**src/rtl/decode_stage.sv**
```systemverilog
// Decode stage: field split, register file, load-use stall, JMP redirect with one-slot squash.
// Optional macro DECODE_BYPASS_EN: same-cycle writeback data forwarded onto register reads.
module decode_stage #(
    parameter int unsigned XLEN = 32,
    parameter int unsigned PC_W = 5,
    parameter int unsigned NREG = 32
) (
    input  logic            clk,
    input  logic            rst_n,
    input  logic [XLEN-1:0] insReg,
    input  logic            in_valid,
    input  logic            wb_en,
    input  logic [4:0]      wb_addr,
    input  logic [XLEN-1:0] wb_data,
    output logic            stall,
    output logic            jump,
    output logic [PC_W-1:0] jumpPC,
    output logic            ex_valid,
    output logic            ex_reg_write,
    output logic            ex_mem_read,
    output logic            ex_mem_write,
    output logic            ex_alu_src,
    output logic [XLEN-1:0] ex_rs1_data,
    output logic [XLEN-1:0] ex_rs2_data,
    output logic [XLEN-1:0] ex_imm,
    output logic [4:0]      ex_rd,
    output logic [2:0]      ex_funct3
);

    localparam int unsigned RW = 5;
    localparam logic [6:0] OP_ALUR  = 7'b0110011;
    localparam logic [6:0] OP_ALUI  = 7'b0010011;
    localparam logic [6:0] OP_LOAD  = 7'b0000011;
    localparam logic [6:0] OP_STORE = 7'b0100011;
    localparam logic [6:0] OP_JMP   = 7'b1101111;

    logic [6:0]    opcode;
    logic [RW-1:0] rd, rs1, rs2;
    logic [2:0]    funct3;
    logic          is_alur, is_alui, is_load, is_store, is_jmp;
    logic          use_rs1, use_rs2, hazard, issue;
    logic          squash_q;
    logic [XLEN-1:0] imm;
    logic [XLEN-1:0] rs1_data, rs2_data;
    logic [XLEN-1:0] regs [NREG];

    assign opcode = insReg[6:0];
    assign rd     = insReg[11:7];
    assign funct3 = insReg[14:12];
    assign rs1    = insReg[19:15];
    assign rs2    = insReg[24:20];

    assign is_alur  = (opcode == OP_ALUR);
    assign is_alui  = (opcode == OP_ALUI);
    assign is_load  = (opcode == OP_LOAD);
    assign is_store = (opcode == OP_STORE);
    assign is_jmp   = (opcode == OP_JMP);
    assign use_rs1  = is_alur | is_alui | is_load | is_store;
    assign use_rs2  = is_alur | is_store;

    // Immediate selection by format
    always_comb begin
        imm = '0;
        if (is_alui || is_load)
            imm = {{(XLEN-12){insReg[31]}}, insReg[31:20]};
        else if (is_store)
            imm = {{(XLEN-12){insReg[31]}}, insReg[31:25], insReg[11:7]};
    end

    // Register reads; x0 hardwired to zero
    always_comb begin
        rs1_data = (rs1 == '0) ? '0 : regs[rs1];
        rs2_data = (rs2 == '0) ? '0 : regs[rs2];
`ifdef DECODE_BYPASS_EN
        if (wb_en && wb_addr != '0 && wb_addr == rs1) rs1_data = wb_data;
        if (wb_en && wb_addr != '0 && wb_addr == rs2) rs2_data = wb_data;
`endif
    end

    // Load in EX whose destination feeds this instruction
    assign hazard = ex_valid && ex_mem_read && (ex_rd != '0) &&
                    ((use_rs1 && rs1 == ex_rd) || (use_rs2 && rs2 == ex_rd));

    assign stall  = rst_n && in_valid && !squash_q && hazard;
    assign jump   = rst_n && in_valid && !squash_q && !stall && is_jmp;
    assign jumpPC = PC_W'(rs1);
    assign issue  = in_valid && !squash_q && !stall && !is_jmp;

    always_ff @(posedge clk or negedge rst_n) begin
        if (!rst_n) begin
            for (int i = 0; i < NREG; i++) regs[i] <= '0;
        end else if (wb_en && wb_addr != '0) begin
            regs[wb_addr] <= wb_data;
        end
    end

    always_ff @(posedge clk or negedge rst_n) begin
        if (!rst_n) squash_q <= 1'b0;
        else        squash_q <= jump;
    end

    // EX pipeline register; anything not issued becomes an all-zero bubble
    always_ff @(posedge clk or negedge rst_n) begin
        if (!rst_n) begin
            ex_valid     <= 1'b0;
            ex_reg_write <= 1'b0;
            ex_mem_read  <= 1'b0;
            ex_mem_write <= 1'b0;
            ex_alu_src   <= 1'b0;
            ex_rs1_data  <= '0;
            ex_rs2_data  <= '0;
            ex_imm       <= '0;
            ex_rd        <= '0;
            ex_funct3    <= '0;
        end else if (issue) begin
            ex_valid     <= 1'b1;
            ex_reg_write <= is_alur | is_alui | is_load;
            ex_mem_read  <= is_load;
            ex_mem_write <= is_store;
            ex_alu_src   <= is_alui | is_load | is_store;
            ex_rs1_data  <= rs1_data;
            ex_rs2_data  <= rs2_data;
            ex_imm       <= imm;
            ex_rd        <= rd;
            ex_funct3    <= funct3;
        end else begin
            ex_valid     <= 1'b0;
            ex_reg_write <= 1'b0;
            ex_mem_read  <= 1'b0;
            ex_mem_write <= 1'b0;
            ex_alu_src   <= 1'b0;
            ex_rs1_data  <= '0;
            ex_rs2_data  <= '0;
            ex_imm       <= '0;
            ex_rd        <= '0;
            ex_funct3    <= '0;
        end
    end

endmodule

```
**config.mk**
```make
export PLATFORM = sky130hd
export DESIGN_NAME = decode_stage
export DESIGN_NICKNAME = d
export VERILOG_FILES = /design/src/rtl/decode_stage.sv
export SDC_FILE = /design/constraint.sdc
export NUM_CORES = 2
export LEC_CHECK = 0
export CORE_ASPECT_RATIO = 1.4
export CORE_MARGIN = 2
export CORE_UTILIZATION = 45
export CTS_CLUSTER_DIAMETER = 150
export DETAILED_ROUTE_END_ITERATION = 8
export HOLD_SLACK_MARGIN = 0.05
export SYNTH_ARGS = -nofsm -noshare
export SYNTH_HDL_FRONTEND = slang
export SYNTH_SLANG_ARGS = --single-unit
```
**constraint.sdc**
```tcl
create_clock -name clk -period 3.85 [get_ports clk]
set_input_delay 0.5775 -clock clk [delete_from_list [all_inputs] [get_ports clk]]
set_output_delay 0.5775 -clock clk [all_outputs]
set_load 0.1 [all_outputs]
```
Word-level counts from Yosys, hierarchy flattened
Cells that the tools add are included.

word-level totals
  bits in registers = 1134
  input port bits = 73
  logic and storage cells = 110

operators by class
  order comparisons = 4
  equal/unequal tests = 7
  multiplexer cells = 23
  bitwise gates (word level) = 9
  reduce and logical (&&, ||, !) cells = 24

operators by type and width
  operator              number
  $bwmux W1024          1
  $mux W32              12
  $bmux W32 S5          2
  $demux W32 S5         1
  $ge A6 B6 Y1 const B  3
  $not A5 Y6            3
  $logic_and A1 B1 Y1   15
  $eq A7 B6 Y1 const B  2
  $eq A5 B5 Y1          2
  $logic_not A5 Y1      2
  $reduce_bool A5 Y1    2
  $eq A7 B2 Y1 const B  1
  $eq A7 B5 Y1 const B  1
  $eq A7 B7 Y1 const B  1
  $lt A6 B1 Y1 const B  1
  $or A1 B1 Y1          6
  $mux W1               5
  $mux W5               1
  $logic_not A1 Y1      3
  $mux W3               1
  $logic_or A1 B1 Y1    2

Depth between registers and ports, before layout
  depth after elaboration = 12
  mapped depth = 9
  depth with buffers taken out = 5

Least setup slack after synthesis
Ideal clock, no wire load.

  path type = register -> output
  start = register ex_rd[4]
  end = output stall
  arrival = 2817 ps
  data required time = 3273 ps
  slack = 456 ps
  cell stages (with the launch flop) = 5
  path buffers = 0
  path through = dfrtp_1 xor2_1 nor4_1 a32oi_1 nor2_1

between the ends
  word-level cells in the longest chain between the ends = 5
  elaborated cells between the ends (all ways) = 9

RTL lines
  what                    line  RTL
  from (decl)             26    output logic [4:0] ex_rd,
  from (signal assigned)  124   ex_rd <= rd;
  $eq A5 B5 Y1            82    ((use_rs1 && rs1 == ex_rd) || (use_rs2 && rs2 == ex_rd));
  $logic_and A1 B1 Y1     82
  $logic_or A1 B1 Y1      82
  $logic_and A1 B1 Y1 *   81    assign hazard = ex_valid && ex_mem_read && (ex_rd != '0) &&
  $logic_and A1 B1 Y1 *   84    assign stall = rst_n && in_valid && !squash_q && hazard;
  to (decl)               15    output logic stall,

Mark *: on every way between the ends. The rest lies on a longest branch, timed or not.

==> flow_summary.toml <==
[yosys]
synth_warnings = 0
yosysSeqAreaShare = 0.4738
syn-num-nets = 4352
ys.flop_type = "dfrtp_1"
synth_seq_cells = 1114
synth.top_cell.area_share = 0.4738
yosysTopAreaCell = "dfrtp_1"
synth_area_leaders = "dfrtp_1 (47%), mux2_2 (18%), mux4_2 (9.8%)"
synth_edf_count = 0
synthArstFlopShare = 1.000
netlist_area_sq_um = 58840
synthesis.instances = 4279
syn_avg_cell_area_sq_um = 13.75
yosysUniqueCellTypes = 46

[worst_setup_path]
cp.required_ns = 3.27
crit_arrival_ns = 2.64
cp_slowest_stage_delay_ns = 1.24
worstPathCellList = "clkdlybuf4s50_1"
crit_buf_inv = 1
crit_type = "flip-flop to output port"
worstSetupEndpointType = "output port"
worst_setup_path_start_kind = "flip-flop"
crit_path_max_fanout = 21
critPathTopFamily = "buffers and inverters"
crit_path_top_delay_cell = "clkdlybuf4s50_1"

[power_and_ir_drop]
ir_drop_uv = 403.5
combPwrFrac = 0.199
intPower_mw = 24.51
power_density_nw_per_um2 = 516.3
swShare = 0.2848
seqPwrFrac = 0.447
clkPwrFrac = 0.354
p_sw_mw = 9.758
leakage_nw = 29.19

[finish]
area_growth_syn_to_layout_pct = 12.79
utilization = 0.5096
layout.nets = 4314
fin_area_sq_um = 66370
drive_above_1_share = 0.3766

[drt]
first_pass_iters = 5
avgRoutedWirePerCell_um = 31.69
dr_total_vias = 39230
antenna_left = 0
route.detailed.drc = 0
via_per_inst = 6.438
routed_wl_um = 193100
drt_iter0_drc = 3203

[floorplanning]
die_w_um = 309.6
core-area_sq_um = 130200
die_y_um = 431.9
start_util = 0.4518
rows = 157
fp.dieArea_sq_um = 133700
pin_count = 189

[placed_design]
gp_congestion = 0.8087
port_buffers = 188
place_hpwl_um = 108700
placed_area_sq_um = 62260

[clock_network]
cts_resized = 0
clk_pin_slew_ns = 0.06
numCtsBuffers = 115
cts.path.max_buffers = 3
clkSinkCount = 1114
cts_tree = "yes"
clk_latency_ns = 0.76
ctsRootBufferMaster = "clkbuf_16"
htree_levels = 3

[timing]
fmax_ghz = 0.3112
hold_viol = 0
drv_slew = 0
fin_worst_skew_ns = 0.02803
finalSetupTns_ns = 0
relSlewSlack = 0.1618
period_share = 0.8345
rsz0062_at_grt = "false"
worst_slew_pin_slew_ns = 1.253
fin_crit_ns = 3.213
setup-violations-final = 0
whs_ns = 0.3176

[global_routing]
grt_first_pass_wirelength_um = 282400
antenna_found_initial = 13
grt_max_degree = 166
grtUsageTotal = 0.2900
grt_pass1_vias = 40650
overflow = 0

[status]
run_status = "finished clean"

[job]
maxCapViolCount = 0

[worst_hold_path]
holdCritPathClass = "input pin to async pin"
worst paths after layout:
| path | cells after the start | end | slack (ns) | start |
|---|---|---|---|---|
| min | 2 | ex_rs2_data[23] | 0.32 | rst_n |
| min in group clk | 3 | ex_rs2_data[16] | 0.34 | insReg[24] |
| max in group asynchronous | 4 | regs[67] | 1.81 | rst_n |
| max | 1 | ex_imm[31] | 0.64 | ex_imm[30] |
| max reg2reg | 6 | ex_rs2_data[1] | 1.58 | ex_rd[4] |
| min reg2reg | 0 | regs[1008] | 0.39 | regs[1008] |
sequential cells by signal (all words and copies together), names as in the netlist, 3 cells and up:
| signal | flops |
|---|---|
| regs | 1024 |
| ex_imm | 12 |
| ex_rd | 5 |
| ex_rs2_data | 32 |
| ex_funct3 | 3 |
| ex_rs1_data | 32 |
Yosys cell counts (5+ instances only):
| cell type | n |
|---|---|
| o21ai_0 | 69 |
| nor2_1 | 91 |
| buf_2 | 65 |
| nor3b_1 | 5 |
| and4bb_1 | 64 |
| buf_8 | 14 |
| buf_6 | 40 |
| mux2_1 | 37 |
| mux2_2 | 955 |
| clkbuf_1 | 244 |
| buf_4 | 76 |
| nor2b_1 | 5 |
| a221oi_1 | 252 |
| nand2_1 | 20 |
| nand3_1 | 69 |
| dfrtp_1 | 1114 |
| nor3_1 | 81 |
| nor2_2 | 5 |
| a21oi_1 | 64 |
| xor2_1 | 9 |
| buf_1 | 49 |
| mux2i_1 | 517 |
| o21ai_1 | 59 |
| a22oi_1 | 64 |
| inv_1 | 16 |
| mux4_2 | 256 |
| clkbuf_2 | 6 |
placed cells by master, fill, tap and decap left out, types with 5 or more instances in the layout:
cell             instances
clkbuf_8                32
xor2_1                   9
clkbuf_16              116
dfrtp_1               1114
o21ai_0                 69
buf_12                  56
bufinv_16               15
nor3_1                  81
mux2_1                  37
inv_6                    6
nor3b_1                  5
mux2_2                 955
clkinv_2                26
a221oi_1               252
buf_4                  109
mux4_2                 256
mux2i_1                517
a22oi_1                 64
a21oi_1                 64
nand2_1                  5
nor2_4                  18
clkbuf_1                17
nand3_1                 69
nand2_2                 11
nor2_1                  77
and4bb_1                64
clkdlybuf4s50_1        170
o21ai_1                 59
inv_1                   16
per-stage QoR:
step | std cells | power, mW | setup WS (ns)
6_report | 6094 | 34.27 | 0.6370
5_1_grt | 6092 | 35.68 | 0.5017
4_1_cts | 6091 | 34.44 | 0.5633
3_5_place_dp | 5872 | 22.29 | 0.8087
3_3_place_gp | 5872 | 22.04 | 0.8424
2_1_floorplan | 4279 | 20.19 | 0.4558
per-layer routing:
| layer | GRT usage | vias up | wire length, um |
|---|---|---|---|
| met5 | 0 | - | 83 |
| met4 | 0.1165 | 12 | 7293 |
| met3 | 0.04596 | 370 | 11280 |
| met2 | 0.4770 | 1307 | 94120 |
| met1 | 0.3832 | 21300 | 80350 |
| li1 | - | 16250 | - |
cell families (layout without fill, tap and decap cells):
group                     Yosys count  in the layout  synth area share
AOI/OAI and AO/OA                 514            514           0.06332
DFF                              1114           1114            0.4738
muxes                            1765           1765            0.3758
xor gates and xnor gates           10             10          0.001489
and+or+nand+nor                   362            362           0.03819
buffers and inverters             514            577           0.04748
other                               0              3                 0
final cells by class:
cell class	count	area, sq um
Multi-Input combinational cell	2651	28410
Tap cell	1749	2188
Clock buffer	165	3407
Clock inverter	53	689.4
Timing Repair Buffer	341	3719
Antenna cell	3	7.507
Fill cell	11200	63870
Inverter	18	72.57
Sequential cell	1114	27880
power by group through the flow:
stage	clock network, mW	logic, mW	registers (mW)
after floorplan	0	4.72	15.5
after global placement	0	6.69	15.4
after detailed placement	0	6.81	15.5
after CTS	12.3	6.83	15.3
after global routing	12.8	7.28	15.6
final	12.1	6.81	15.3
what timing repair did:
item | in CTS | in global routing
hold endpoints to repair | 25 | 0
setup buffers | 0 | 0
hold buffers | 1 | 0
Note: power is estimated with default switching activity, not from simulation.
